==> src/rtl/ha_pack_pkg.sv <==
// Shared constants and helpers for the half-adder result packer.
// Holds the count-field width helper, the sum/carry slot offsets inside a
// packed word and a count type wide enough for the largest legal pack width.
package ha_pack_pkg;

    localparam int unsigned MAX_PACK_WIDTH = 32;
    localparam int unsigned MAX_CNT_W      = $clog2(MAX_PACK_WIDTH + 1);
    localparam int unsigned SUM_LSB        = 0;

    // Width of a field that can hold 0..pack_width
    function automatic int unsigned cnt_width(input int unsigned pack_width);
        return $clog2(pack_width + 1);
    endfunction

    // Carry slots sit directly above the sum slots
    function automatic int unsigned carry_lsb(input int unsigned pack_width);
        return pack_width;
    endfunction

    // Count wide enough for any legal configuration; used for fill arithmetic
    typedef logic [MAX_CNT_W-1:0] pack_cnt_t;

endpackage

==> src/rtl/ha_pack_out_reg.sv <==
// Output register slice of the result packer: holds one packed beat.
// Optional macro HA_PACK_CARRY_CNT_EN adds m_pack_tuser (carry popcount).
// Ports:
//   clk, reset        clock, synchronous active-high reset
//   load              capture load_data/load_count this edge (only when out_free_c)
//   load_data/count   packed word and its valid-slot count
//   out_free_c        register empty or being drained this cycle
//   m_pack_*          AXI-stream master side
module ha_pack_out_reg
    import ha_pack_pkg::*;
#(
    parameter int unsigned PACK_WIDTH = 8,
    parameter int unsigned CNT_W      = cnt_width(PACK_WIDTH)
) (
    input  logic                    clk,
    input  logic                    reset,
    input  logic                    load,
    input  logic [2*PACK_WIDTH-1:0] load_data,
    input  logic [CNT_W-1:0]        load_count,
    output logic                    out_free_c,
    output logic                    m_pack_tvalid,
    output logic [2*PACK_WIDTH-1:0] m_pack_tdata,
    output logic [CNT_W-1:0]        m_pack_tcount,
`ifdef HA_PACK_CARRY_CNT_EN
    output logic [CNT_W-1:0]        m_pack_tuser,
`endif
    input  logic                    m_pack_tready
);

    localparam int unsigned DATA_W    = 2 * PACK_WIDTH;
    localparam int unsigned CARRY_LSB = carry_lsb(PACK_WIDTH);

    logic              valid_q, valid_d;
    logic [DATA_W-1:0] data_q, data_d;
    logic [CNT_W-1:0]  count_q, count_d;

    assign out_free_c = !valid_q || m_pack_tready;

    // Hold the beat until accepted; a new load may replace it on the accept edge
    always_comb begin
        valid_d = valid_q;
        data_d  = data_q;
        count_d = count_q;
        if (load) begin
            valid_d = 1'b1;
            data_d  = load_data;
            count_d = load_count;
        end else if (m_pack_tready) begin
            valid_d = 1'b0;
        end
    end

    always_ff @(posedge clk) begin
        if (reset) begin
            valid_q <= 1'b0;
            data_q  <= '0;
            count_q <= '0;
        end else begin
            valid_q <= valid_d;
            data_q  <= data_d;
            count_q <= count_d;
        end
    end

    assign m_pack_tvalid = valid_q;
    assign m_pack_tdata  = data_q;
    assign m_pack_tcount = count_q;

`ifdef HA_PACK_CARRY_CNT_EN
    logic [CNT_W-1:0] user_q, user_d;

    // Unfilled carry slots are zero, so the plain popcount counts valid slots only
    always_comb begin
        user_d = user_q;
        if (load) begin
            user_d = '0;
            for (int i = 0; i < int'(PACK_WIDTH); i++) begin
                user_d = user_d + CNT_W'(load_data[CARRY_LSB + i]);
            end
        end
    end

    always_ff @(posedge clk) begin
        if (reset) begin
            user_q <= '0;
        end else begin
            user_q <= user_d;
        end
    end

    assign m_pack_tuser = user_q;
`endif

endmodule

==> src/rtl/ha_result_packer.sv <==
// Joins the half-adder sum and carry streams into pairs and packs PACK_WIDTH
// pairs into one wide beat, double-buffered behind ha_pack_out_reg.
// Optional macro HA_PACK_CARRY_CNT_EN adds m_pack_tuser (carry popcount).
// Ports:
//   clk, reset              clock, synchronous active-high reset
//   s_sum_*, s_carry_*      1-bit slave streams, transferred together
//   flush                   one-cycle request to emit a partial word
//   m_pack_*                packed master stream (tdata: sum slots low, carry high)
module ha_result_packer
    import ha_pack_pkg::*;
#(
    parameter int unsigned PACK_WIDTH = 8,
    parameter int unsigned CNT_W      = cnt_width(PACK_WIDTH)
) (
    input  logic                    clk,
    input  logic                    reset,
    input  logic                    s_sum_tvalid,
    input  logic                    s_sum_tdata,
    output logic                    s_sum_tready,
    input  logic                    s_carry_tvalid,
    input  logic                    s_carry_tdata,
    output logic                    s_carry_tready,
    input  logic                    flush,
    output logic                    m_pack_tvalid,
    output logic [2*PACK_WIDTH-1:0] m_pack_tdata,
    output logic [CNT_W-1:0]        m_pack_tcount,
`ifdef HA_PACK_CARRY_CNT_EN
    output logic [CNT_W-1:0]        m_pack_tuser,
`endif
    input  logic                    m_pack_tready
);

    localparam int unsigned DATA_W    = 2 * PACK_WIDTH;
    localparam int unsigned CARRY_LSB = carry_lsb(PACK_WIDTH);

    logic [PACK_WIDTH-1:0] acc_sum_q, acc_sum_d;
    logic [PACK_WIDTH-1:0] acc_carry_q, acc_carry_d;
    logic [CNT_W-1:0]      acc_count_q, acc_count_d;
    logic                  flush_pending_q, flush_pending_d;

    logic                  acc_full;
    logic                  pair_fire;
    logic                  out_free_c;
    logic                  load;
    logic [DATA_W-1:0]     load_data;
    logic [PACK_WIDTH-1:0] sum_fill, carry_fill;
    pack_cnt_t             fill_count;
    logic                  word_full, word_flush;

    assign acc_full = (acc_count_q == CNT_W'(PACK_WIDTH));

    // A pending flush freezes the partial word until it can be emitted
    assign pair_fire = !reset && s_sum_tvalid && s_carry_tvalid &&
                       !acc_full && !flush_pending_q;

    assign s_sum_tready   = pair_fire;
    assign s_carry_tready = pair_fire;

    // Word as it would look after this cycle's pair, and what to do with it
    always_comb begin
        sum_fill   = acc_sum_q;
        carry_fill = acc_carry_q;
        for (int i = 0; i < int'(PACK_WIDTH); i++) begin
            if (pair_fire && acc_count_q == CNT_W'(i)) begin
                sum_fill[i]   = s_sum_tdata;
                carry_fill[i] = s_carry_tdata;
            end
        end
        fill_count = pack_cnt_t'(acc_count_q) + pack_cnt_t'(pair_fire);
        word_full  = (fill_count == pack_cnt_t'(PACK_WIDTH));
        word_flush = (flush || flush_pending_q) && (fill_count != '0);
        load       = (word_full || word_flush) && out_free_c;

        load_data = '0;
        load_data[SUM_LSB +: PACK_WIDTH]   = sum_fill;
        load_data[CARRY_LSB +: PACK_WIDTH] = carry_fill;

        acc_sum_d       = sum_fill;
        acc_carry_d     = carry_fill;
        acc_count_d     = CNT_W'(fill_count);
        flush_pending_d = flush_pending_q;
        if (load) begin
            acc_sum_d       = '0;
            acc_carry_d     = '0;
            acc_count_d     = '0;
            flush_pending_d = 1'b0;
        end else if (word_flush && !word_full) begin
            // A full word goes out anyway, so a flush only matters for partials
            flush_pending_d = 1'b1;
        end
    end

    always_ff @(posedge clk) begin
        if (reset) begin
            acc_sum_q       <= '0;
            acc_carry_q     <= '0;
            acc_count_q     <= '0;
            flush_pending_q <= 1'b0;
        end else begin
            acc_sum_q       <= acc_sum_d;
            acc_carry_q     <= acc_carry_d;
            acc_count_q     <= acc_count_d;
            flush_pending_q <= flush_pending_d;
        end
    end

    ha_pack_out_reg #(
        .PACK_WIDTH (PACK_WIDTH),
        .CNT_W      (CNT_W)
    ) u_out_reg (
        .clk           (clk),
        .reset         (reset),
        .load          (load),
        .load_data     (load_data),
        .load_count    (CNT_W'(fill_count)),
        .out_free_c    (out_free_c),
        .m_pack_tvalid (m_pack_tvalid),
        .m_pack_tdata  (m_pack_tdata),
        .m_pack_tcount (m_pack_tcount),
`ifdef HA_PACK_CARRY_CNT_EN
        .m_pack_tuser  (m_pack_tuser),
`endif
        .m_pack_tready (m_pack_tready)
    );

endmodule

==> config.mk <==
export PLATFORM = sky130hd
export DESIGN_NAME = ha_result_packer
export DESIGN_NICKNAME = d
export VERILOG_FILES = /design/src/rtl/ha_pack_pkg.sv /design/src/rtl/ha_pack_out_reg.sv /design/src/rtl/ha_result_packer.sv
export SDC_FILE = /design/constraint.sdc
export NUM_CORES = 1
export LEC_CHECK = 0
export ABC_AREA = 1
export CAP_MARGIN = 20
export CORE_UTILIZATION = 46
export DETAILED_ROUTE_END_ITERATION = 8
export PLACE_DENSITY = 0.67
export SETUP_SLACK_MARGIN = 0.5
export SLEW_MARGIN = 15
export SYNTH_ARGS = -nofsm -noshare
export SYNTH_HDL_FRONTEND = slang
export SYNTH_SLANG_ARGS = --single-unit
==> constraint.sdc <==
create_clock -name clk -period 3.2 [get_ports clk]
set_input_delay 0.64 -clock clk [delete_from_list [all_inputs] [get_ports clk]]
set_output_delay 0.64 -clock clk [all_outputs]
set_load 0.01 [all_outputs]
Word-level counts from Yosys, hierarchy flattened
Index checks and enable logic that the tools add are counted.
{"block": "op_classes", "n_addsub": 1, "n_eq_ne": 9, "muxes": 18, "n_reduce_logical": 27}
{"op": "$mux W1", "count": 18}
{"op": "$eq A4 B3 Y1 const B", "count": 4}
{"op": "$logic_and A1 B1 Y1", "count": 15}
{"op": "$eq A4 B2 Y1 const B", "count": 2}
{"op": "$reduce_bool A6 Y1", "count": 1}
{"op": "$add A4 B1 Y5", "count": 1}
{"op": "$eq A5 B4 Y1 const B", "count": 1}
{"op": "$logic_not A1 Y1", "count": 5}
{"op": "$eq A4 B1 Y1 const B", "count": 1}
{"op": "$eq A4 B4 Y1 const B", "count": 1}
{"op": "$logic_not A4 Y1", "count": 1}
{"op": "$logic_or A1 B1 Y1", "count": 3}
{"op": "$reduce_bool A2 Y1", "count": 1}
{"op": "$reduce_or A2 Y1", "count": 1}
{"block": "word_totals", "ff_bits": 42, "inputBits": 8, "word_cells": 62}

Depth between registers and ports, before layout
{"block": "depth", "ltp_word": 11, "ltp_mapped": 16, "depth_no_buf": 15}

By module
From an unflattened synthesis, not the netlist that was laid out.
{"block": "unflattened", "hier_cells": 270, "hier_area_um2": 1853.0}
{"mod": "ha_result_packer", "instances": 1, "cells_per_inst": 178, "area_per_inst_um2": 1112.3, "seq_area_each_um2": 420.4}
{"mod": "ha_pack_out_reg", "instances": 1, "cells_per_inst": 92, "area_per_inst_um2": 740.7, "seq_area_each_um2": 420.4}

Worst setup path after synthesis
No wires, ideal clock.
{"block": "synth_path", "path_type": "input to register", "start": "in reset", "end": "reg u_out_reg.data_q[7], in the netlist u_out_reg.m_pack_tdata[7]", "arrival_ns": 2.615, "setup_slack_ns": 0.471, "cell_stages": 15, "path_buffers": 2, "cell_sequence": "buf_2 inv_2 nand2_1 nor3_1 ha_1 ha_1 nor2_1 nand2_1 inv_1 nand2_1 nand2_1 nand3_2 buf_2 o21bai_1 nor2_1"}
{"block": "synth_between", "elab_chain_cells": 10}
{"item": "start: declaration", "line_no": "ha_result_packer.sv:16", "source": "input logic reset,"}
{"item": "$logic_not A1 Y1 *", "line_no": "ha_result_packer.sv:53", "source": "assign pair_fire = !reset && s_sum_tvalid && s_carry_tvalid &&"}
{"item": "$logic_and A1 B1 Y1 * (3 in a row)", "line_no": "ha_result_packer.sv:53"}
{"item": "$logic_and A1 B1 Y1 *", "line_no": "ha_result_packer.sv:54", "source": "!acc_full && !flush_pending_q;"}
{"item": "named net s_carry_tready", "line_no": "ha_result_packer.sv:22", "source": "output logic s_carry_tready,"}
{"item": "$add A4 B1 Y5 *", "line_no": "ha_result_packer.sv:69", "source": "fill_count = pack_cnt_t'(acc_count_q) + pack_cnt_t'(pair_fire);"}
{"item": "named net fill_count[1]", "line_no": "ha_result_packer.sv:47", "source": "pack_cnt_t fill_count;"}
{"item": "$reduce_bool A6 Y1", "line_no": "ha_result_packer.sv:71", "source": "word_flush = (flush || flush_pending_q) && (fill_count != '0);"}
{"item": "$logic_and A1 B1 Y1", "line_no": "ha_result_packer.sv:71"}
{"item": "$logic_or A1 B1 Y1 *", "line_no": "ha_result_packer.sv:72", "source": "load = (word_full || word_flush) && out_free_c;"}
{"item": "$logic_and A1 B1 Y1 *", "line_no": "ha_result_packer.sv:72"}
{"item": "end signal: assignment", "line_no": "ha_pack_out_reg.sv:60", "source": "data_q <= data_d;"}
{"item": "end: declaration", "line_no": "ha_pack_out_reg.sv:34", "source": "logic [DATA_W-1:0] data_q, data_d;"}
The timed path passes the listed nets; every way through them passes the cells marked *.
A chain may end at the register's enable or synchronous reset.

Worst setup path after layout
{"block": "layout_path", "start": "in s_sum_tvalid", "end": "reg u_out_reg.data_q[5], in the netlist u_out_reg.m_pack_tdata[5]"}
{"block": "layout_between", "elab_chain_cells": 9}
{"item": "start: declaration", "line_no": "ha_result_packer.sv:17", "source": "input logic s_sum_tvalid,"}
{"item": "$logic_and A1 B1 Y1 * (3 in a row)", "line_no": "ha_result_packer.sv:53"}
{"item": "$logic_and A1 B1 Y1 *", "line_no": "ha_result_packer.sv:54"}
{"item": "$add A4 B1 Y5 *", "line_no": "ha_result_packer.sv:69"}
{"item": "named net fill_count[1]", "line_no": "ha_result_packer.sv:47"}
{"item": "$reduce_bool A6 Y1", "line_no": "ha_result_packer.sv:71"}
{"item": "$logic_and A1 B1 Y1", "line_no": "ha_result_packer.sv:71"}
{"item": "$logic_or A1 B1 Y1 *", "line_no": "ha_result_packer.sv:72"}
{"item": "$logic_and A1 B1 Y1 *", "line_no": "ha_result_packer.sv:72"}
Marked as above.

==> results.py <==
metrics = {
    "placed_design": {
        "dp.cells": 368,
        "hpwl_um": 2840,
        "place_congestion": 0.836,
        "port_buffers": 30,
        "dpl-instance-area_mm2": 0.00232,
        "dp_slack_ns": 0.131,
    },
    "detailed_routing": {
        "dr.pass1.iters": 4,
        "routedWlPerCell_um": 10.5,
        "wirelength_um": 3970,
        "drtAntennaViolNets": 0,
        "drc": 0,
        "drt_iter0_markers": 56,
        "viasPerCell": 4.65,
        "vias": 1752,
    },
    "final_layout": {
        "drive_gt1_frac": 0.0765,
        "layout_commonest_cell": "nand2_1",
        "stdcell_area_mm2": 0.00250,
        "nets": 336,
        "diodes": 0,
        "post_layout_nonfiller_instances": 377,
        "layout_common_cells": "nand2_1 (79), inv_1 (53), dfxtp_1 (42)",
        "area_growth_pct": 27.1,
    },
    "clock_tree": {
        "clock_sinks": 42,
        "clockBufferDepth": 2,
        "clk_latency_ns": 0.30,
        "tritoncts": "done",
        "h-tree-depth": 2,
        "cts_buffers": 5,
        "cts_hold_buf": 0,
        "clockRootBuffer": "clkbuf_8",
        "path_clk_slew_ns": 0.09,
    },
    "sta": {
        "timing_worst_slew_pin_value_ns": 0.358,
        "drv_slew": 0,
        "timing.slew.headroom": 0.761,
        "rsz0062_at_grt": "false",
        "fin_crit_ns": 2.52,
        "setup_viol": 0,
        "hold_viol_final": 0,
        "tns_ns": 0,
        "period_share": 0.788,
        "finClkSkew_ns": 0.00810,
        "fmax_mhz": 397,
        "fin_ws_ns": 0.680,
    },
    "pwr": {
        "p_leak_uw": 0.00121,
        "power_uw": 1320,
        "power.density_mw_per_mm2": 529,
        "vdd_drop_max_v": 0.000297,
    },
    "synthesis": {
        "synth_area_mm2": 0.00197,
        "synth-warning-count": 0,
        "synth-seq-cells": 42,
        "avgSynthCellArea_um2": 6.69,
        "ys_types": 20,
        "ys_seq_area_frac": 0.428,
        "synth_nets": 304,
        "postSynthCellCount": 294,
    },
    "floorplanning": {
        "die_w_um": 67.4,
        "core_mm2": 0.00406,
        "die_y_um": 67.4,
        "pin_count": 31,
        "initial_core_util": 0.484,
        "dieArea_mm2": 0.00454,
        "rows": 23,
    },
    "critical_path": {
        "cp_max_fo": 25,
        "critPathKind": "input port to register",
        "reg2reg_depth": 15,
        "start_kind": "input port",
        "cp.required_ns": 3.40,
        "max_stage_delay_ns": 0.47,
        "crit_chain": "clkdlybuf4s50_1 -> nand2_2 -> nor3_4 -> ha_2 -> ha_1 -> nor2_1 -> nand2_1 -> inv_1 -> nand2_1 -> nand2_2 -> nand3_4 -> buf_12 -> o21bai_1 -> nor2_1",
        "slowest_stage": "clkdlybuf4s50_1",
        "cp-end-kind": "register",
        "arrival_ns": 2.72,
    },
    "global_route": {
        "grt_max_degree": 26,
        "antenna_found_initial": 0,
        "gr-total-overflow": 0,
        "grt_usage": 0.199,
        "grt_pass1_vias": 1473,
        "grt_pass1_wl_um": 6560,
    },
    "hold_path": {
        "min_path_cells": 2,
        "hp-class": "register to register",
    },
    "run": {
        "drv_cap": 0,
    },
    "run_status": {
        "status": "finished clean",
    },
}
timing repair:
item / in CTS / in global routing
setup endpoints to repair: 22 / 42
setup buffers: 0 / 1
resized for setup: 5 / 7
pin swaps: 1 / 1
where the power goes:
group | switching (uW) | leakage, uW | internal [uW] | total (uW)
clock | 188 | 0.0000683 | 313 | 501
sequential | 16.9 | 0.000341 | 556 | 573
combinational | 127 | 0.000802 | 120 | 247
worst paths after layout:
kind,startpoint,end,slack [ns]
max reg2reg,acc_count_q[1],u_out_reg.m_pack_tdata[5],0.75
min reg2reg,acc_sum_q[4],acc_sum_q[4],0.47
max,s_sum_tvalid,u_out_reg.m_pack_tdata[5],0.68
min,acc_sum_q[4],acc_sum_q[4],0.47
logic make-up after synthesis:
logic type / synth area share
and+or+nand+nor: 0.310
adders and majority gates: 0.0127
buffers and inverters: 0.143
AOI/OAI and AO/OA: 0.107
DFF: 0.428
through the flow:
| stage | hold slack (ns) | utilization |
|---|---|---|
| 6_report | 0.471 | 0.616 |
| 5_1_grt | 0.492 | 0.616 |
| 4_1_cts | 0.472 | 0.607 |
| 3_5_place_dp | 0.461 | 0.571 |
| 3_3_place_gp | 0.457 | 0.571 |
| 2_1_floorplan | 0.446 | - |
synth_stat cells:
library cell	instances	area, um2
a21oi_1	16	80.1
buf_2	8	40.0
buf_4	2	15.0
buf_6	1	11.3
clkbuf_1	3	11.3
dfxtp_1	42	841
ha_1	2	25.0
inv_1	53	199
inv_2	1	3.75
nand2_1	81	304
nand2_2	1	6.26
nand3_1	10	50.1
nand3_2	1	10.0
nand4_1	11	68.8
nor2_1	41	154
nor2_2	1	6.26
nor3_1	2	10.0
o21ai_0	1	5.00
o21ai_1	1	5.00
o21bai_1	16	120
routing by layer:
layer / up-vias / global-route usage / part of all wire
met1: 769 / 0.253 / 0.50
met3: 7 / 0.0591 / 0.042
met4: 0 / 0.0824 / 0.016
li1: 952 / - / -
met5: - / 0 / 0
met2: 24 / 0.311 / 0.44
sequential cells by signal, summed over array words and instances (netlist names):
name / flops
u_out_reg.m_pack_tdata: 16
u_out_reg.m_pack_tvalid: 1
acc_carry_q: 8
u_out_reg.m_pack_tcount: 4
acc_sum_q: 8
flush_pending_q: 1
acc_count_q: 4
critical path, delay by kind of cell:
family / cells / cell delay [ns]
AND/OR/NAND/NOR: 8 / 0.76
AO/OA/AOI/OAI: 1 / 0.13
adder cells (fa/ha/maj): 2 / 0.48
buffers and inverters: 3 / 0.69
final cells by class:
cell class | count | area (um2)
Sequential cell | 42 | 841
Tap cell | 50 | 62.6
Clock buffer | 5 | 68.8
Fill cell | 379 | 1560
Timing Repair Buffer | 39 | 384
Inverter | 54 | 203
Clock inverter | 3 | 68.8
Multi-Input combinational cell | 184 | 871
No activity file was read; power rests on OpenSTA's default activity.
